`src/rtl/dmem_arb_pkg.sv`:
```
// dmem_arb_pkg
//   Shared definitions for the data-memory port arbiter:
//   - arb_state_t : port-1 lock FSM states (IDLE, LOCK1)
//   - PORT_CPU / PORT_DMA : port identifiers (core load/store path, loader/DMA master)
//   - in_range()  : byte-address limit check against the memory depth
package dmem_arb_pkg;

   typedef enum logic {
      IDLE  = 1'b0,
      LOCK1 = 1'b1
   } arb_state_t;

   localparam logic PORT_CPU = 1'b0;
   localparam logic PORT_DMA = 1'b1;

   // Legal byte addresses are 0 .. 4*depth_words-1. Arguments are widened to
   // 64 bits so the limit itself never overflows the address width.
   function automatic logic in_range(input logic [63:0] byte_addr,
                                     input logic [63:0] depth_words);
      return byte_addr < (depth_words << 2);
   endfunction

endpackage

```
`src/rtl/dmem_arb_pick.sv`:
```
// dmem_arb_pick
//   Combinational winner selection for the two memory requesters.
//   Ports:
//     req         in  2  qualified requests {port1, port0}
//     lock_active in  1  port 1 currently holds a lock
//     starve_sat  in  1  port 1 has been denied MAX_WAIT cycles in a row
//     cpu_first   in  1  a lock just ran to its beat limit; port 0 takes the next tie
//     last_winner in  1  port that won the most recent grant
//     gnt         out 2  one-hot grant {port1, port0}, zero when nobody requests
module dmem_arb_pick
   import dmem_arb_pkg::*;
#(
   parameter int CPU_PRIO = 1
) (
   input  logic [1:0] req,
   input  logic       lock_active,
   input  logic       starve_sat,
   input  logic       cpu_first,
   input  logic       last_winner,
   output logic [1:0] gnt
);

   always_comb begin
      gnt = 2'b00;
      if (lock_active && req[1]) begin
         gnt = 2'b10;
      end else if (req == 2'b01) begin
         gnt = 2'b01;
      end else if (req == 2'b10) begin
         gnt = 2'b10;
      end else if (req == 2'b11) begin
         if (cpu_first) begin
            // Lock ran to its limit: give the core its turn before anything else.
            gnt = 2'b01;
         end else if (CPU_PRIO != 0) begin
            gnt = starve_sat ? 2'b10 : 2'b01;
         end else begin
            gnt = (last_winner == PORT_CPU) ? 2'b10 : 2'b01;
         end
      end
   end

endmodule

```
`src/rtl/dmem_port_arbiter.sv`:
```
// dmem_port_arbiter
//   Shares one single-port word memory (async read, sync write) between the
//   core load/store path (port 0) and a loader/DMA master (port 1). Grants are
//   combinational so the core can stall in the cycle it loses arbitration.
//   Ports:
//     clk, rst                 clock (rising edge), async active-low reset
//     m0_* / m1_*              requester ports: req, we, addr, wdata in;
//                              gnt, rdata out; m0_stall out; m1_lock in
//     mem_we/addr/wdata        memory write/address/data, driven by the winner
//     mem_rdata                memory read data
//     err/err_port/err_addr    registered out-of-range report (err is a pulse)
module dmem_port_arbiter
   import dmem_arb_pkg::*;
#(
   parameter int ADDR_W      = 32,
   parameter int DATA_W      = 32,
   parameter int DEPTH_WORDS = 1024,
   parameter int CPU_PRIO    = 1,
   parameter int MAX_WAIT    = 4,
   parameter int LOCK_MAX    = 8
) (
   input  logic              clk,
   input  logic              rst,
   input  logic              m0_req,
   input  logic              m0_we,
   input  logic [ADDR_W-1:0] m0_addr,
   input  logic [DATA_W-1:0] m0_wdata,
   output logic              m0_gnt,
   output logic [DATA_W-1:0] m0_rdata,
   output logic              m0_stall,
   input  logic              m1_req,
   input  logic              m1_we,
   input  logic [ADDR_W-1:0] m1_addr,
   input  logic [DATA_W-1:0] m1_wdata,
   output logic              m1_gnt,
   output logic [DATA_W-1:0] m1_rdata,
   input  logic              m1_lock,
   output logic              mem_we,
   output logic [ADDR_W-1:0] mem_addr,
   output logic [DATA_W-1:0] mem_wdata,
   input  logic [DATA_W-1:0] mem_rdata,
   output logic              err,
   output logic              err_port,
   output logic [ADDR_W-1:0] err_addr
);

   localparam int SW = $clog2(MAX_WAIT + 1);
   localparam int LW = $clog2(LOCK_MAX + 1);

   arb_state_t        state_reg, state_next;
   logic [SW-1:0]     starve_cnt_reg, starve_cnt_next;
   logic [LW-1:0]     lock_cnt_reg, lock_cnt_next;
   logic [LW-1:0]     beat_cnt;
   logic              last_winner_reg, last_winner_next;
   logic              cpu_first_reg, cpu_first_next;
   logic              err_reg, err_next;
   logic              err_port_reg, err_port_next;
   logic [ADDR_W-1:0] err_addr_reg, err_addr_next;

   logic [1:0]        req_v, we_v, ok_v, we_m, gnt;
   logic [ADDR_W-1:0] addr_v [2];
   logic [DATA_W-1:0] wdata_v [2];
   logic [ADDR_W-1:0] addr_m [2];
   logic [DATA_W-1:0] wdata_m [2];
   logic              lock_active, starve_sat;

   // Requests are masked while reset is held so nothing is granted or written.
   assign req_v      = {m1_req, m0_req} & {2{rst}};
   assign we_v       = {m1_we, m0_we};
   assign addr_v[0]  = m0_addr;
   assign addr_v[1]  = m1_addr;
   assign wdata_v[0] = m0_wdata;
   assign wdata_v[1] = m1_wdata;

   assign lock_active = (state_reg == LOCK1);
   assign starve_sat  = (starve_cnt_reg == SW'(MAX_WAIT));

   dmem_arb_pick #(
      .CPU_PRIO(CPU_PRIO)
   ) u_pick (
      .req        (req_v),
      .lock_active(lock_active),
      .starve_sat (starve_sat),
      .cpu_first  (cpu_first_reg),
      .last_winner(last_winner_reg),
      .gnt        (gnt)
   );

   // Per-port AND-OR mux legs; the grant is one-hot so OR-ing them is safe.
   genvar gi;
   generate
      for (gi = 0; gi < 2; gi++) begin : g_port
         assign ok_v[gi]    = in_range(64'(addr_v[gi]), 64'(DEPTH_WORDS));
         assign addr_m[gi]  = gnt[gi] ? addr_v[gi] : '0;
         assign wdata_m[gi] = gnt[gi] ? wdata_v[gi] : '0;
         assign we_m[gi]    = gnt[gi] & we_v[gi] & ok_v[gi];
      end
   endgenerate

   assign mem_addr  = addr_m[0] | addr_m[1];
   assign mem_wdata = wdata_m[0] | wdata_m[1];
   assign mem_we    = |we_m;

   assign m0_gnt   = gnt[0];
   assign m1_gnt   = gnt[1];
   assign m0_rdata = gnt[0] ? mem_rdata : '0;
   assign m1_rdata = gnt[1] ? mem_rdata : '0;
   assign m0_stall = m0_req & ~gnt[0];

   assign err      = err_reg;
   assign err_port = err_port_reg;
   assign err_addr = err_addr_reg;

   always_comb begin
      state_next       = state_reg;
      lock_cnt_next    = lock_cnt_reg;
      cpu_first_next   = cpu_first_reg;
      last_winner_next = last_winner_reg;
      starve_cnt_next  = '0;
      err_next         = 1'b0;
      err_port_next    = err_port_reg;
      err_addr_next    = err_addr_reg;
      // Number of locked beats including the one granted this cycle.
      beat_cnt = lock_active ? (lock_cnt_reg + LW'(1)) : LW'(1);

      if (|gnt) begin
         last_winner_next = gnt[1];
         cpu_first_next   = 1'b0;
         if ((gnt & ok_v) == 2'b00) begin
            err_next      = 1'b1;
            err_port_next = gnt[1];
            err_addr_next = gnt[1] ? addr_v[1] : addr_v[0];
         end
      end

      if (req_v[1] && !gnt[1]) begin
         starve_cnt_next = starve_sat ? starve_cnt_reg : (starve_cnt_reg + SW'(1));
      end

      if (gnt[1] && m1_lock) begin
         if (beat_cnt >= LW'(LOCK_MAX)) begin
            // Beat limit reached: this beat completes, then the core gets a turn.
            state_next     = IDLE;
            lock_cnt_next  = '0;
            cpu_first_next = 1'b1;
         end else begin
            state_next    = LOCK1;
            lock_cnt_next = beat_cnt;
         end
      end else if (lock_active) begin
         // Request dropped or an unlocked beat was granted: release the lock.
         state_next    = IDLE;
         lock_cnt_next = '0;
      end
   end

   always_ff @(posedge clk or negedge rst) begin
      if (!rst) begin
         state_reg       <= IDLE;
         starve_cnt_reg  <= '0;
         lock_cnt_reg    <= '0;
         last_winner_reg <= PORT_DMA;
         cpu_first_reg   <= 1'b0;
         err_reg         <= 1'b0;
         err_port_reg    <= PORT_CPU;
         err_addr_reg    <= '0;
      end else begin
         state_reg       <= state_next;
         starve_cnt_reg  <= starve_cnt_next;
         lock_cnt_reg    <= lock_cnt_next;
         last_winner_reg <= last_winner_next;
         cpu_first_reg   <= cpu_first_next;
         err_reg         <= err_next;
         err_port_reg    <= err_port_next;
         err_addr_reg    <= err_addr_next;
      end
   end

endmodule

```
`config.mk`:
```
export PLATFORM = sky130hd
export DESIGN_NAME = dmem_port_arbiter
export DESIGN_NICKNAME = d
export VERILOG_FILES = /design/src/rtl/dmem_arb_pkg.sv /design/src/rtl/dmem_arb_pick.sv /design/src/rtl/dmem_port_arbiter.sv
export SDC_FILE = /design/constraint.sdc
export NUM_CORES = 1
export LEC_CHECK = 0
export ABC_AREA = 1
export ABC_CLOCK_PERIOD_IN_PS = 5800
export CORE_AREA = 2 2 131 133
export CTS_CLUSTER_SIZE = 24
export DETAILED_ROUTE_END_ITERATION = 6
export DIE_AREA = 0 0 133 135
export PLACE_DENSITY = 0.58
export SYNTH_ARGS = -nofsm -noshare
export SYNTH_HDL_FRONTEND = slang
export SYNTH_SLANG_ARGS = --single-unit
```
`constraint.sdc`:
```
create_clock -name clk -period 5.8 [get_ports clk]
set_input_delay 1.45 -clock clk [delete_from_list [all_inputs] [get_ports clk]]
set_output_delay 1.45 -clock clk [all_outputs]
set_load 0.02 [all_outputs]
```
==> key figures <==
Critical path
  • Crit-path max cell delay: 0.63 ns
  • Critical path peak fanout: 58
  • Worst EP required: 4.35 ns
  • Crit Path Class: input pin to output pin
  • CP Launch Type: input pin
  • WP data arrival: 3.74 ns
  • RR Startpoint: starve_cnt_reg[0]
  • Critical Path Sink Type: output pin
  • Critical Path Most Common Cell: clkdlybuf4s50_1
  • Slowest-stage cell, CP: clkdlybuf4s50_1
  • CP cell instances: clkdlybuf4s50_1, inv_1, nor2_1, a21oi_4, buf_4, a22o_1, clkdlybuf4s50_1
  • Crit path from: m0_req

Global route
  • Vias in the first global route: 4297
  • GRT overflow: 0
  • Initial antenna violation count: 0
  • GRT Util Overall: 16.46%
  • First-pass GRT wire length: 23280 µm
  • Largest net degree at the start of global routing: 66

Placement
  • Final Wtd Congestion: 0.7909
  • HPWL Detailed: 12560 µm
  • Buffers on Ports: 332

Timing
  • Highest Clock Rate: 0.1928 GHz
  • Final max-slew violation count: 0
  • RSZ-0062 raised after global routing: no
  • Post-route minimum period: 5.187 ns
  • Slew headroom: 38.72%
  • Final hold vios: 0
  • Worst slew pin tran: 0.9159 ns
  • Final period util: 89.43%
  • Worst Skew: 0.008335 ns
  • Setup violation total in the final timing report: 0
  • Setup TNS: 0 ns

Floorplan
  • Die extent in x: 133 µm
  • Initial Util: 19.76%
  • I/O Pins: 333
  • Die area: 0.01796 mm²
  • Die height: 135 µm
  • Row cnt: 47
  • Core footprint: 0.01641 mm²

Clocking
  • Post-CTS setup buffers: 0
  • Post_cts resized: 0
  • CTS root buffer: clkbuf_16
  • CTS tree: built
  • Skew-Pair Late Insertion Delay: 0.29 ns
  • Clock slew at reported path FFs: 0.06 ns
  • CTS buffer count: 5
  • CTS HTree Levels: 2
  • Clk sink count: 43
  • Clock tree buffer depth: 2
  • Cts hold-fix bufs: 0

Drt
  • Detail Route Antenna Nets: 0
  • Via/cell ratio: 4.156
  • WL final: 15360 µm
  • Initial DRT Pass Iterations: 4
  • 1st-iter DRT viols: 122
  • Residual DRC: 0
  • Total number of vias: 4376
  • Routed wire per std cell: 14.59 µm

Hold path
  • Hold_sp: err_addr[19]
  • Min-delay worst type: register to register

Finish
  • Max FFs per register: 32
  • Final #Nets: 1002
  • Diode count: 0
  • Area growth, synth to finish: 114.0%
  • Share of layout cells above drive strength 1: 2.761%
  • Fillers: 1676
  • Leading cell type in the layout, fill and taps excluded: clkdlybuf4s50_1
  • Most frequent cells in the layout: clkdlybuf4s50_1, inv_1, nand2_1, nor2_1, dfrtp_1

Synthesis
  • Cells after Synth: 512
  • Cell area after synthesis: 0.003242 mm²
  • Avg Cell Area, Syn: 6.332 µm²
  • Yosys reg bits: 43
  • Syn Nets: 682
  • Post-synthesis sequential area ratio: 33.19%
  • Warnings, synthesis: 0
  • Yosys cell types: 21

Power
  • Worst VDD drop: 0.1092 mV
  • Total Power: 1207 µW
  • Leakage: 0.003253 µW
  • Power per cell area: 174.0 mW/mm²

Flow run
  • Max cap viols: 0

Run status
  • Status: complete, no violations
per-layer routing:
metal  vias to the layer above  wire length (µm)  GRT usage, %
li1                       2207                 -             -
met5                         -                 0             0
met4                         0               228         4.002
met2                       214              7907         30.60
met3                        12              1316         4.617
met1                      1943              5912         18.59
final cells by class:
type | count | area, µm² | share of cell area, %
well taps | 220 | 275.3 | 3.967
clock buffers | 5 | 125.1 | 1.803
flip-flops and latches | 43 | 1076 | 15.51
repair buffers | 339 | 3393 | 48.90
inverters | 123 | 461.7 | 6.653
clock inverters | 3 | 43.79 | 0.6311
multi-input cells | 320 | 1564 | 22.54
cell families (layout without fill, tap and decap cells):
kind of cell	count (synthesis)	in the layout	synth area share, %
AOI/OAI and AO/OA	85	85	17.99
xor gates and xnor gates	4	4	1.081
DFF	43	43	33.19
buffers and inverters	149	470	18.64
adders and majority gates	3	3	1.158
and+or+nand+nor	228	228	27.94
stage by stage:
stage / cell area, µm² / hold slack [ns] / worst slack [ns] / utilization [%] / instances
global placement: 6770 / 0.4551 / 0.6084 / 41.26 / 1045
CTS: 6939 / 0.4731 / 0.5661 / 42.29 / 1053
global route: 6939 / 0.4972 / 0.4479 / 42.29 / 1053
floorplan: 3242 / 0.4810 / 1.662 / - / 512
finish: 6939 / 0.4688 / 0.6128 / 42.29 / 1053
detailed placement: 6770 / 0.4581 / 0.5763 / 41.26 / 1045
final timing paths:
check	to	slack, ns	cells past startpoint
worst min register to register	err_addr[19]	0.47	2
worst min-delay path	err_addr[19]	0.47	2
worst max-delay path	mem_wdata[23]	0.61	7
min in group asynchronous	lock_cnt_reg[2]	0.97	1
max in group asynchronous	err_port	4.31	2
worst max register to register	err_addr[24]	3.16	12
report_power, final:
group	leakage, µW	switching (µW)	internal, µW
sequential	0.000544	20.5	334
clock	0.0000838	126	203
combinational	0.00263	253	271
cell usage after synthesis, drive strengths merged:
| library cell | instances | area [µm²] |
|---|---|---|
| o21ai | 27 | 135.1 |
| nand2 | 103 | 386.6 |
| nand3 | 24 | 125.1 |
| dfrtp | 43 | 1076 |
| buf | 20 | 120.1 |
| ha | 3 | 37.54 |
| o22ai | 21 | 131.4 |
| xor2 | 3 | 26.28 |
| nor2 | 97 | 364.1 |
| xnor2 | 1 | 8.760 |
| a21oi | 5 | 36.29 |
| nand4 | 3 | 25.02 |
| inv | 123 | 461.7 |
| nor3 | 1 | 5.000 |
| clkbuf | 6 | 22.52 |
| a22o | 32 | 280.3 |
critical path, delay by kind of cell:
kind | cells | cell delay [ns]
buf+inv | 4 | 1.67
compound gates | 2 | 0.53
simple gates | 1 | 0.07
Power figures use the tool's default switching activity.
